**src/rtl/decode_issue_stage.sv**
```systemverilog
// decode_issue_stage: decodes 16-bit instructions, forwards operands and issues registered ALU bundles
module decode_issue_stage #(
    parameter int NUM_REGS = 8
) (
    input  logic        clk,
    input  logic        rst_n,
    input  logic        in_valid,
    output logic        in_ready,
    input  logic [15:0] in_inst,
    output logic        out_valid,
    input  logic        out_ready,
    output logic [7:0]  out_a,
    output logic [7:0]  out_b,
    output logic [2:0]  out_s,
    output logic [2:0]  out_rd,
    output logic [7:0]  out_br_off,
    input  logic [7:0]  ex_f,
    input  logic        wb_en,
    input  logic [2:0]  wb_addr,
    input  logic [7:0]  wb_data,
    input  logic        flush
);
    logic [7:0] rf_q [NUM_REGS];
    logic [7:0] rf_d [NUM_REGS];
    logic       out_valid_q, out_valid_d;
    logic [7:0] out_a_q, out_a_d, out_b_q, out_b_d, out_br_off_q, out_br_off_d;
    logic [2:0] out_s_q, out_s_d, out_rd_q, out_rd_d;
    logic [2:0] op, rd, rs1, rs2;
    logic       br, load, wb_wr;
    logic [7:0] a_val, b_val;

    assign op    = in_inst[15:13];
    assign rd    = in_inst[12:10];
    assign rs1   = in_inst[9:7];
    assign rs2   = in_inst[6:4];
    assign br    = op[2] & op[1];
    assign wb_wr = wb_en && wb_addr != 3'd0;

    assign in_ready = flush | ~out_valid_q | out_ready;
    assign load     = in_valid & in_ready & ~flush;

    // EX forward beats WB bypass; out_rd is never 0 on a hit so R0 stays 0
    assign a_val = rs1 == 3'd0 ? 8'h00 :
                   (out_valid_q && out_rd_q == rs1) ? ex_f :
                   (wb_wr && wb_addr == rs1) ? wb_data : rf_q[rs1];
    assign b_val = rs2 == 3'd0 ? 8'h00 :
                   (out_valid_q && out_rd_q == rs2) ? ex_f :
                   (wb_wr && wb_addr == rs2) ? wb_data : rf_q[rs2];

    always_comb begin
        rf_d = rf_q;
        if (wb_wr) rf_d[wb_addr] = wb_data;
        out_valid_d  = flush ? 1'b0 : load ? 1'b1 : out_ready ? 1'b0 : out_valid_q;
        out_a_d      = load ? a_val : out_a_q;
        out_b_d      = load ? b_val : out_b_q;
        out_s_d      = load ? op : out_s_q;
        out_rd_d     = load ? (br ? 3'd0 : rd) : out_rd_q;
        out_br_off_d = load ? (br ? {in_inst[12], rd, in_inst[3:0]} : 8'h00) : out_br_off_q;
    end

    always_ff @(posedge clk or negedge rst_n) begin
        if (!rst_n) begin
            rf_q         <= '{default: '0};
            out_valid_q  <= 1'b0;
            out_a_q      <= '0;
            out_b_q      <= '0;
            out_s_q      <= '0;
            out_rd_q     <= '0;
            out_br_off_q <= '0;
        end else begin
            rf_q         <= rf_d;
            out_valid_q  <= out_valid_d;
            out_a_q      <= out_a_d;
            out_b_q      <= out_b_d;
            out_s_q      <= out_s_d;
            out_rd_q     <= out_rd_d;
            out_br_off_q <= out_br_off_d;
        end
    end

    assign out_valid  = out_valid_q;
    assign out_a      = out_a_q;
    assign out_b      = out_b_q;
    assign out_s      = out_s_q;
    assign out_rd     = out_rd_q;
    assign out_br_off = out_br_off_q;
endmodule
```
**config.mk**
```make
export PLATFORM = sky130hd
export DESIGN_NAME = decode_issue_stage
export DESIGN_NICKNAME = d
export VERILOG_FILES = /design/src/rtl/decode_issue_stage.sv
export SDC_FILE = /design/constraint.sdc
export NUM_CORES = 1
export LEC_CHECK = 0
export ABC_AREA = 1
export BUFFER_PORTS_ARGS = -buffer_cell sky130_fd_sc_hd__buf_4
export CORE_ASPECT_RATIO = 0.9
export CORE_UTILIZATION = 45
export DETAILED_ROUTE_END_ITERATION = 7
export GPL_TIMING_DRIVEN = 1
export PLACE_DENSITY = 0.68
export SYNTH_ARGS = -nofsm -noshare
export SYNTH_HDL_FRONTEND = slang
export SYNTH_SLANG_ARGS = --single-unit
```
**constraint.sdc**
```tcl
create_clock -name clk -period 1.8 [get_ports clk]
set_input_delay 0.18 -clock clk [delete_from_list [all_inputs] [get_ports clk]]
set_output_delay 0.18 -clock clk [all_outputs]
set_load 0.03 [all_outputs]
```
* After elaboration in Yosys (flattened, before gate mapping)
Index checks and enable logic that the tools add are counted.
Storage, ports and cells: flip-flop bits (word level) 95, bits in latches 0, bits in writable memories 0, memory bits (read-only) 0, bits of input ports 41, logic and storage cells 62, memories 0
Cells by class: add/subtract/negate cells 0, multiply operators 0, div/mod/pow operators 0, order comparisons 4, equal/unequal tests 4, shifts and indexed selects 0, mux-type cells 20, bitwise logic cells 10, reductions and logical operators 10
Operator list (number):
- 8-bit two-way mux | 12
- 64-bit bitwise mux | 1
- 8-bit binary-select mux with 3-bit select | 2
- 8-bit demux with 3-bit select | 1
- 3-bit equality test | 4
- 4-bit greater-or-equal comparator (second input constant) | 3
- 3-bit NOT with 4-bit output | 3
- 1-bit logical AND | 6
- 3-bit logical NOT | 2
- 3-bit nonzero test | 2
- 4-bit by 1-bit less-than comparator with 1-bit output (second input constant) | 1
- 1-bit bitwise AND | 3
- 1-bit two-way mux | 3
- 3-bit two-way mux | 1
- 1-bit NOT | 2
- 1-bit bitwise OR | 2

* Longest topological paths before layout
Gate-level depths: netlist (run 1).
depth in word-level cells 7, gate-level depth with buffers 11

* Worst setup path before layout (run 1)
Ideal clock, no wire load.
path type flip-flop to flip-flop, start reg out_valid_q (netlist: out_valid), end reg out_a_q[5] (netlist: out_a[5]), setup time 0.117 ns, data arrival time 1.562 ns, path slack 0.122 ns, stages on the path, launching flop included 9, path buffers 1, period minus slack after synthesis 1.678 ns, path through dfrtp_1 > nand3b_1 > nand3_1 > buf_2 > nor2_4 > o21ai_0 > inv_1 > nand2_1 > nand2_1
On the way: word-level cells in the longest chain between the ends 5, elaborated cells on any way between the ends 8, classes of those cells mux: 2; bitwise: 5; reduce/logical: 1
RTL lines:
- start, declared | line 25 | logic out_valid_q, out_valid_d;
- start signal, assigned | line 72 | out_valid_q <= out_valid_d;
- 1-bit NOT | line 39 | assign in_ready = flush | ~out_valid_q | out_ready;
- 1-bit bitwise OR (2 in a row) | line 39
- net in_ready | line 8 | output logic in_ready,
- 1-bit bitwise AND (2 in a row) | line 40 | assign load = in_valid & in_ready & ~flush;
- end signal, assigned | line 73 | out_a_q <= out_a_d;
- end, declared | line 26 | logic [7:0] out_a_q, out_a_d, out_b_q, out_b_d, out_br_off_q, out_br_off_d;
The timed path passes the listed nets, and every way through them passes these cells. A chain may end at the register's enable or synchronous reset.

* Worst setup path in the final report (run 1)
start reg out_valid_q (netlist: out_valid), end reg out_b_q[5] (netlist: out_b[5])
On the way: word-level cells in the longest chain between the ends 5, elaborated cells on any way between the ends 8, classes of those cells mux: 2; bitwise: 5; reduce/logical: 1
RTL lines:
- 1-bit NOT | line 39
- 1-bit bitwise OR (2 in a row) | line 39
- 1-bit bitwise AND (2 in a row) | line 40
- end signal, assigned | line 74 | out_b_q <= out_b_d;
- end, declared | line 26
Parallel ways exist; a longest one is shown, timed or not.

==> results.tsv, run 1 <==
stage	metric	value	unit
grt	grt_pass1_wl	26600	um
worst_setup_path	worstSetupEndpointType	flip-flop	
cells_and_area	drive_gt1_frac	0.155	
clock_tree	clkSinkCount	94	
grt	grt_max_degree	34	
sta	hold_violations	0	
power_and_ir_drop	p_per_area	1030	nW/um^2
power_and_ir_drop	total_leakage_power	0.00332	uW
detailed_routing	wl_per_cell	16.3	um
power_and_ir_drop	p_total	6550	uW
placed_design	place_congestion	0.891	
logic_synthesis	ys_seq_area_frac	0.443	
logic_synthesis	yosysTopAreaCellShare	0.443	
sta	period_share	0.906	
power_and_ir_drop	p_clk_frac	0.342	
die	rows	37	
cells_and_area	final_nets	860	
sta	finClkSkew	0.00642	ns
logic_synthesis	synth.area.mux_share	0	
detailed_routing	dr_total_vias	5388	
logic_synthesis	synth_compound_area_frac	0.0809	
sta	finalCriticalPeriod	1.63	ns
worst_hold_path	worstHoldPathType	input pin to flip-flop	
die	io_pins	73	
power_and_ir_drop	vdd_drop_max	590	uV
logic_synthesis	synth.distinct_cells	26	
power_and_ir_drop	swShare	0.321	
sta	drv_slew	0	
worst_setup_path	setup.worst_path.start_class	flip-flop	
logic_synthesis	synth_area_leaders	dfrtp_1 (44%), nand2_1 (22%), nand3_1 (12%)	
detailed_routing	drc	0	
logic_synthesis	ys_seq_elements	94	
detailed_routing	ant_nets	0	
clock_tree	cts_tree	built	
placed_design	preCtsSetupSlack	0.138	ns
logic_synthesis	synthArstFlopShare	1.00	
detailed_routing	drt_iter0_markers	512	
detailed_routing	firstDrtPassIters	6	
worst_setup_path	critPathLaunch	out_valid	
logic_synthesis	synth_top_cell_by_area	dfrtp_1	
detailed_routing	routed_wl	16000	um
logic_synthesis	syn-cell-area	5310	sq um
logic_synthesis	ys.flop_type	dfrtp_1	
placed_design	dp_hpwl	11200	um
clock_tree	ctsLongestPathBuffers	2	
clock_tree	htreeDepth	3	
die	initial_utilization	0.462	
clock_tree	insertion_delay	0.35	ns
clock_tree	cts_root_buf	clkbuf_16	
worst_hold_path	hold_path_end	out_s[0]	
outcome	status	complete, no violations	
logic_synthesis	ys_warn_count	0	
worst_setup_path	critical_path_required	2.09	ns
power_and_ir_drop	netSwitchingPower	2100	uW
sta	clock.fmax	613	MHz
cells_and_area	area_delta_synth_final	19.4	%
die	die_area	12200	sq um
logic_synthesis	synth_edf_count	0	
sta	rsz0062_at_grt	false	
worst_setup_path	path_max_fanout	8	
clock_tree	numCtsBuffers	9	
placed_design	io_buffers	72	
power_and_ir_drop	pwr-share-comb	0.241	
worst_setup_path	r2r_end	out_b[5]	
sta	tns	0	ns
worst_setup_path	reg2reg_depth	7	
logic_synthesis	synthAdderAreaFrac	0	
worst_setup_path	critPathKind	flip-flop to flip-flop	
sta	max_slew_margin	0.473	
worst_hold_path	hold_depth	3	
logic_synthesis	synthXorXnorAreaFrac	0.00943	
worst_setup_path	rr_startpoint	out_valid	
grt	antenna_found_initial	0	
detailed_routing	viasPerCell	5.50	
job	maxCapViolCount	0	
sta	setup_viol	0	
power_and_ir_drop	pwr-share-seq	0.417	
cells_and_area	n_antenna_cell	0	
grt	grt_overflow	0	
power_and_ir_drop	internal_power	4440	uW
grt	gr-usage-all-layers	0.283	
die	coreArea	11500	sq um
logic_synthesis	synth_fp_nets	803	
worst_setup_path	arrival	1.93	ns
die	die_x	116	um
logic_synthesis	synth_top_family_by_area	simple AND/OR/NAND/NOR gates	
worst_hold_path	worstHoldStart	in_inst[13]	
worst_setup_path	regToRegSetupSlack	0.17	ns
logic_synthesis	synth_area_per_cell	6.96	sq um
grt	grt_pass1_vias	5379	
sta	worst_slew_pin_slew	0.788	ns
sta	fin_ws	0.168	ns
logic_synthesis	synth-simple-area-share	0.388	
clock_tree	cts.reportedPaths.clkPinSlew	0.07	ns
die	die_h	105	um
logic_synthesis	netlist_instances	762	
==> cell families after synthesis <==
group / count (synthesis)
AOI/OAI and AO/OA: 85
xor gates and xnor gates: 4
buffers and inverters: 94
DFF: 94
and+or+nand+nor: 485
==> repair_timing <==
| action | in CTS | in global routing |
|---|---|---|
| gates resized for setup | 0 | 1 |
| hold endpoints to repair | 30 | 0 |
| hold buffers | 1 | 0 |
| buffers inserted | 0 | 0 |
| setup endpoints to repair | 0 | 6 |
==> how the worst max path moves through the flow <==
stage / endpoint / slack [ns]
6_report: out_b[5] / 0.17
5_1_grt: out_b[4] / 0.06
4_1_cts: out_a[7] / 0.13
3_5_place_dp: out_a[7] / 0.14
3_3_place_gp: out_a[7] / 0.15
2_1_floorplan: out_a[5] / 0.12
==> per-stage QoR <==
stage	hold slack (ns)	instance area, sq um	util	std cells
after global placement	0.145	5970	0.520	963
after detailed placement	0.149	5970	0.520	963
after global routing	0.0304	6330	0.552	980
after CTS	0.0265	6330	0.552	980
final	0.0367	6330	0.552	980
after floorplan	-0.116	5310	-	762
==> sequential cells by signal (all words and copies together) (netlist names) <==
name	count
rf_q	64
out_a	8
out_b	8
out_br_off	7
out_rd	3
out_s	3
out_valid	1
==> cell usage after synthesis (3+ instances only) <==
master,count
a21oi_1,7
buf_2,24
buf_4,5
clkbuf_1,13
dfrtp_1,94
inv_1,39
inv_2,7
nand2_1,318
nand3_1,132
nor2_1,22
nor2_4,3
o21ai_0,75
==> power by group through the flow <==
stage / Combinational, uW / Sequential (uW) / Clock (uW)
2_1_floorplan: 823 / 2900 / 0
6_report: 1580 / 2730 / 2240
3_5_place_dp: 1570 / 2760 / 0
5_1_grt: 1770 / 2770 / 2330
4_1_cts: 1580 / 2720 / 2250
3_3_place_gp: 1530 / 2750 / 0
==> metal layers <==
layer	wire, um	GRT usage	vias to the layer above
met5	0	0	-
met4	810	0.165	0
met3	1210	0.0505	77
met2	7190	0.429	253
met1	6800	0.376	2506
li1	-	-	2552
==> cell usage in the layout (no fill, tap or decap), types with 3 or more instances in the layout <==
master / netlist / routed
nand2_1: 318 / 317
nand2_2: 2 / 3
dfrtp_1: 94 / 94
inv_1: 39 / 39
clkbuf_16: 0 / 9
inv_2: 7 / 7
a21oi_1: 7 / 7
buf_4: 5 / 89
bufinv_16: 0 / 3
nand3_1: 132 / 132
nor2_1: 22 / 22
nor2_4: 3 / 3
o21ai_0: 75 / 75
==> final cells by class <==
type	instances	area, sq um
inverters	48	181
fillers	1117	5150
repair buffers	92	718
multi-input cells	574	2540
well taps	156	195
clock buffers	11	243
flip-flops and latches	94	2350
clock inverters	5	106
==> worst max-delay path: stages (launching register included) <==
cell	delay (ns)
dfrtp_1	0.42
nand3b_1	0.15
nand3_1	0.22
nor2_1	0.40
o21ai_0	0.21
inv_1	0.08
nand2_1	0.05
nand2_1	0.05
Power figures use the tool's default switching activity.
==> inputs of run 2 (changes only) <==
--- a/config.mk
+++ b/config.mk
@@ -8,10 +8,11 @@
 export ABC_AREA = 1
 export BUFFER_PORTS_ARGS = -buffer_cell sky130_fd_sc_hd__buf_4
 export CORE_ASPECT_RATIO = 0.9
-export CORE_UTILIZATION = 45
+export CORE_MARGIN = 1.5
+export CORE_UTILIZATION = 24
 export DETAILED_ROUTE_END_ITERATION = 7
 export GPL_TIMING_DRIVEN = 1
-export PLACE_DENSITY = 0.68
+export PLACE_DENSITY = 0.43
 export SYNTH_ARGS = -nofsm -noshare
 export SYNTH_HDL_FRONTEND = slang
 export SYNTH_SLANG_ARGS = --single-unit
==> run 2 against run 1 <==
Combinational power is essentially flat; die area grew 88%; critical path depth shrank 1; routed wire length grew 11%; global-route usage shrank 13 points.
==> results.tsv, run 2 (same netlist as run 1, synthesis figures left out) <==
stage	metric	value	unit
worst_setup_path	reg2reg_depth	6	
cells_and_area	largest_register	rf_q	
worst_setup_path	path_common_cell	nand3_1	
die	coreArea	21600	sq um
grt	grt_max_degree	95	
detailed_routing	drt_iter0_markers	435	
clock_tree	cts.reportedPaths.clkPinSlew	0.07	ns
clock_tree	insertion_delay	0.35	ns
cells_and_area	final_nets	869	
placed_design	dp_hpwl	12500	um
placed_design	io_buffers	72	
grt	grt_pass1_wl	28000	um
cells_and_area	fillerInstances	2397	
clock_tree	cts_root_buf	clkbuf_16	
worst_setup_path	worstSetupEndpointType	flip-flop	
cells_and_area	area_delta_synth_final	22.9	%
die	die_area	23000	sq um
clock_tree	clkSinkCount	94	
worst_setup_path	critical_path_required	2.03	ns
worst_hold_path	worstHoldPathType	input pin to flip-flop	
worst_setup_path	rr_startpoint	out_valid	
die	initial_utilization	0.245	
cells_and_area	largest_register_ffs	64	
sta	tns	0	ns
sta	setup_viol	0	
cells_and_area	final_common_cell	nand2_1	
power_and_ir_drop	p_per_area	943	nW/um^2
clock_tree	numCtsBuffers	9	
sta	worst_slew_pin_slew	0.550	ns
die	io_pins	73	
grt	grt_pass1_vias	5005	
worst_setup_path	path_max_fanout	37	
sta	max_slew_margin	0.634	
sta	period_share	0.858	
cells_and_area	drive_gt1_frac	0.162	
worst_setup_path	setup.worst_path.start_class	flip-flop	
worst_hold_path	hold_depth	3	
power_and_ir_drop	p_total	6150	uW
placed_design	place_congestion	0.812	
cells_and_area	final_cell_mix	nand2_1 (318), nand3_1 (132), buf_4 (96), dfrtp_1 (94), o21ai_0 (75)	
clock_tree	cts_tree	built	
worst_setup_path	crit_chain	nand3b_1 -> nand3_1 -> buf_4 -> inv_1 -> nand3_1 -> o21ai_0	
die	die_h	144	um
worst_setup_path	regToRegSetupSlack	0.26	ns
clock_tree	htreeDepth	3	
outcome	status	complete, no violations	
sta	finClkSkew	0.00988	ns
detailed_routing	ant_nets	0	
clock_tree	ctsLongestPathBuffers	2	
sta	hold_violations	0	
detailed_routing	firstDrtPassIters	5	
job	maxCapViolCount	0	
detailed_routing	dr_total_vias	5052	
die	rows	51	
grt	grt_overflow	0	
sta	finalCriticalPeriod	1.54	ns
power_and_ir_drop	total_leakage_power	0.00333	uW
clock_tree	post_cts_resized	0	
sta	drv_slew	0	
detailed_routing	wl_per_cell	15.8	um
worst_setup_path	path_buf_inv	2	
sta	clock.fmax	648	MHz
cells_and_area	n_antenna_cell	0	
grt	antenna_found_initial	0	
detailed_routing	drc	0	
worst_setup_path	r2r_end	out_rd[0]	
worst_setup_path	max_stage_delay	0.38	ns
worst_setup_path	critPathKind	flip-flop to flip-flop	
cells_and_area	final_core_util	0.301	
worst_hold_path	worstHoldStart	in_inst[13]	
detailed_routing	routed_wl	17700	um
worst_hold_path	hold_path_end	out_s[0]	
die	die_x	160	um
sta	rsz0062_at_grt	false	
worst_setup_path	critPathSlowestCell	dfrtp_1	
power_and_ir_drop	vdd_drop_max	412	uV
detailed_routing	viasPerCell	4.50	
sta	whs	0.0243	ns
worst_setup_path	cp_top_family	buffers and inverters	
grt	gr-usage-all-layers	0.158	
worst_setup_path	arrival	1.77	ns
-- run 2: routing by layer --
metal | part of all wire | vias up | track usage | wire (um)
li1 | - | 2566 | - | -
met1 | 0.49 | 2374 | 0.223 | 8730
met2 | 0.46 | 102 | 0.256 | 8190
met3 | 0.037 | 10 | 0.0249 | 660
met4 | 0.0081 | 0 | 0.0328 | 143
met5 | 0 | - | 0 | 0
-- run 2: final cells by class --
type / instances / area [sq um] / area share
flip-flops and latches: 94 / 2350 / 0.361
inverters: 48 / 181 / 0.0278
well taps: 291 / 364 / 0.0558
repair buffers: 101 / 811 / 0.124
clock buffers: 11 / 243 / 0.0372
clock inverters: 4 / 32.5 / 0.00499
multi-input cells: 574 / 2540 / 0.389
-- run 2: how the worst max path moves through the flow --
stage / slack (ns) / start / cells after the start / to
after floorplan: 0.12 / out_valid / 8 / out_a[5]
after global routing: 0.1 / out_valid / 6 / out_rd[0]
final: 0.26 / out_valid / 6 / out_rd[0]
after global placement: 0.28 / out_valid / 6 / out_rd[1]
after CTS: 0.23 / out_valid / 6 / out_rd[1]
after detailed placement: 0.25 / out_valid / 6 / out_rd[1]
-- run 2: tightest hold or removal path: stages --
cell,delay [ns]
buf_4,0.08
nand2_1,0.04
nand2_1,0.04
-- run 2: where the power goes --
part | switching, uW | internal [uW]
sequential | 257 | 2460
combinational | 993 | 603
clock | 860 | 976
total | 2110 | 4040
-- run 2: through the flow --
| stage | instances | area (sq um) | setup WS [ns] |
|---|---|---|---|
| global placement | 1107 | 6230 | 0.280 |
| finish | 1123 | 6520 | 0.256 |
| global route | 1123 | 6520 | 0.0953 |
| detailed placement | 1107 | 6230 | 0.250 |
| floorplan | 762 | 5310 | 0.122 |
| CTS | 1123 | 6520 | 0.233 |
-- run 2: repair_timing --
| action | in CTS | in global routing |
|---|---|---|
| buffers inserted | 0 | 0 |
| hold buffers | 1 | 0 |
| hold endpoints to repair | 94 | 0 |
==> inputs of run 3 (changes only) <==
--- a/config.mk
+++ b/config.mk
@@ -12,7 +12,6 @@
 export CORE_UTILIZATION = 24
 export DETAILED_ROUTE_END_ITERATION = 7
 export GPL_TIMING_DRIVEN = 1
-export PLACE_DENSITY = 0.43
 export SYNTH_ARGS = -nofsm -noshare
 export SYNTH_HDL_FRONTEND = slang
 export SYNTH_SLANG_ARGS = --single-unit
==> run 3 against run 2 <==
Non-clock buffer count down 7; count of clock-buffer cells in the layout unchanged; worst hold slack improved by 0.0054 ns.
==> results.tsv, run 3 (same netlist as run 1, synthesis figures left out) <==
stage	metric	value	unit
cells_and_area	final_common_cell	nand2_1	
job	maxCapViolCount	0	
sta	finClkSkew	0.00850	ns
clock_tree	insertion_delay	0.35	ns
power_and_ir_drop	internal_power	4170	uW
detailed_routing	drc	0	
clock_tree	cts_tree	built	
grt	grt_pass1_wl	26700	um
sta	max_slew_margin	0.582	
die	die_h	144	um
grt	grt_overflow	0	
clock_tree	post_cts_buffers	0	
power_and_ir_drop	netSwitchingPower	2150	uW
detailed_routing	met2_length	7470	um
detailed_routing	ant_nets	0	
placed_design	io_buffers	72	
cells_and_area	area_delta_synth_final	21.9	%
power_and_ir_drop	pwr-share-comb	0.249	
power_and_ir_drop	swShare	0.340	
detailed_routing	routed.top_layer	met4	
cells_and_area	drive_gt1_frac	0.157	
clock_tree	ctsLongestPathBuffers	2	
sta	setup_viol	0	
worst_hold_path	worstHoldPathType	input pin to flip-flop	
grt	grt_pass1_vias	4857	
die	io_pins	73	
power_and_ir_drop	total_leakage_power	0.00331	uW
power_and_ir_drop	pwr-share-seq	0.432	
grt	antenna_found_initial	0	
clock_tree	htreeDepth	3	
cells_and_area	n_antenna_cell	0	
detailed_routing	firstDrtPassIters	5	
die	die_x	160	um
clock_tree	cts_root_buf	clkbuf_16	
detailed_routing	viasPerCell	4.61	
sta	tns	0	ns
detailed_routing	routed_wl	16600	um
power_and_ir_drop	p_clk_frac	0.319	
worst_setup_path	arrival	1.79	ns
outcome	status	complete, no violations	
die	initial_utilization	0.245	
power_and_ir_drop	p_per_area	978	nW/um^2
worst_setup_path	setup.worst_path.start_class	flip-flop	
clock_tree	numCtsBuffers	9	
sta	finalCriticalPeriod	1.56	ns
worst_setup_path	path_max_fanout	14	
detailed_routing	wirelength_met1	7990	um
sta	rsz0062_at_grt	false	
cells_and_area	final_cell_mix	nand2_1 (318), nand3_1 (132), dfrtp_1 (94), buf_4 (92), o21ai_0 (75)	
sta	drv_slew	0	
cells_and_area	largest_register	rf_q	
detailed_routing	dr_total_vias	5151	
worst_setup_path	critical_path_required	2.03	ns
sta	whs	0.0297	ns
grt	gr-usage-all-layers	0.147	
detailed_routing	wl_per_cell	14.9	um
placed_design	place_congestion	0.816	
sta	hold_violations	0	
die	die_area	23000	sq um
power_and_ir_drop	p_total	6330	uW
clock_tree	cts.reportedPaths.clkPinSlew	0.07	ns
worst_setup_path	worstSetupEndpointType	flip-flop	
sta	clock.fmax	642	MHz
cells_and_area	largest_register_ffs	64	
power_and_ir_drop	vdd_drop_max	524	uV
sta	worst_slew_pin_slew	0.626	ns
placed_design	dp_hpwl	11700	um
die	coreArea	21600	sq um
clock_tree	clkSinkCount	94	
sta	period_share	0.866	
worst_setup_path	critPathKind	flip-flop to flip-flop	
cells_and_area	final_nets	862	
detailed_routing	wl_met3	943	um
grt	grt_max_degree	95	
die	rows	51	
detailed_routing	drt_iter0_markers	574	
-- run 3: cell types whose count changed in the layout (fill, tap and decap cells not counted), sizes merged --
cell,delta
clkinvlp,-1
inv,+1
buf,-7
bufinv,+1
-- run 3: layout make-up --
type | count | area, sq um
multi-input combinational | 574 | 2540
inverter | 48 | 181
sequential | 94 | 2350
tap | 291 | 364
timing repair buffer | 94 | 721
clock buffer | 11 | 243
fill | 2374 | 15200
clock inverter | 5 | 66.3
-- run 3: final timing paths --
check	start	endpoint	slack (ns)	cells past startpoint
worst max-delay path	out_rd[2]	out_a[4]	0.24	7
worst max register to register	out_rd[2]	out_a[4]	0.24	7
worst min register to register	rf_q[62]	rf_q[62]	0.38	0
worst min-delay path	in_inst[13]	out_s[0]	0.03	3
max in group asynchronous	rst_n	rf_q[55]	0.99	3
min in group asynchronous	rst_n	out_a[3]	0.44	3
-- run 3: through the flow --
stage	util	area, sq um	instances	setup WS (ns)
4_1_cts	0.299	6460	1117	0.261
3_3_place_gp	0.284	6140	1100	0.136
6_report	0.299	6470	1117	0.242
3_5_place_dp	0.284	6140	1100	0.128
5_1_grt	0.299	6470	1117	0.0913
2_1_floorplan	-	5310	762	0.122
-- run 3: power by group through the flow --
stage | logic, uW | clock network [uW] | registers (uW)
floorplan | 823 | 0 | 2900
global route | 1780 | 2140 | 2780
global placement | 1560 | 0 | 2760
finish | 1580 | 2020 | 2730
detailed placement | 1580 | 0 | 2760
CTS | 1590 | 2060 | 2720
-- run 3: layer usage --
| layer | vias to the layer above | global-route usage |
|---|---|---|
| met1 | 2402 | 0.213 |
| met2 | 170 | 0.222 |
| met3 | 22 | 0.0249 |
| met4 | 0 | 0.0437 |
| met5 | - | 0 |
| li1 | 2557 | - |
-- run 3: what timing repair did --
item                       CTS  global route
hold endpoints to repair    94             0
hold buffers                 1             0
setup endpoints to repair    0             2
gates resized for setup      0             1
-- run 3: worst max-delay path, stage by stage (launching register included) --
cell     delay (ns)
dfrtp_1        0.45
xor2_1         0.19
nor2_1         0.10
nand2_1        0.28
o21ai_1        0.22
inv_1          0.05
nand2_1        0.09
nand2_1        0.06
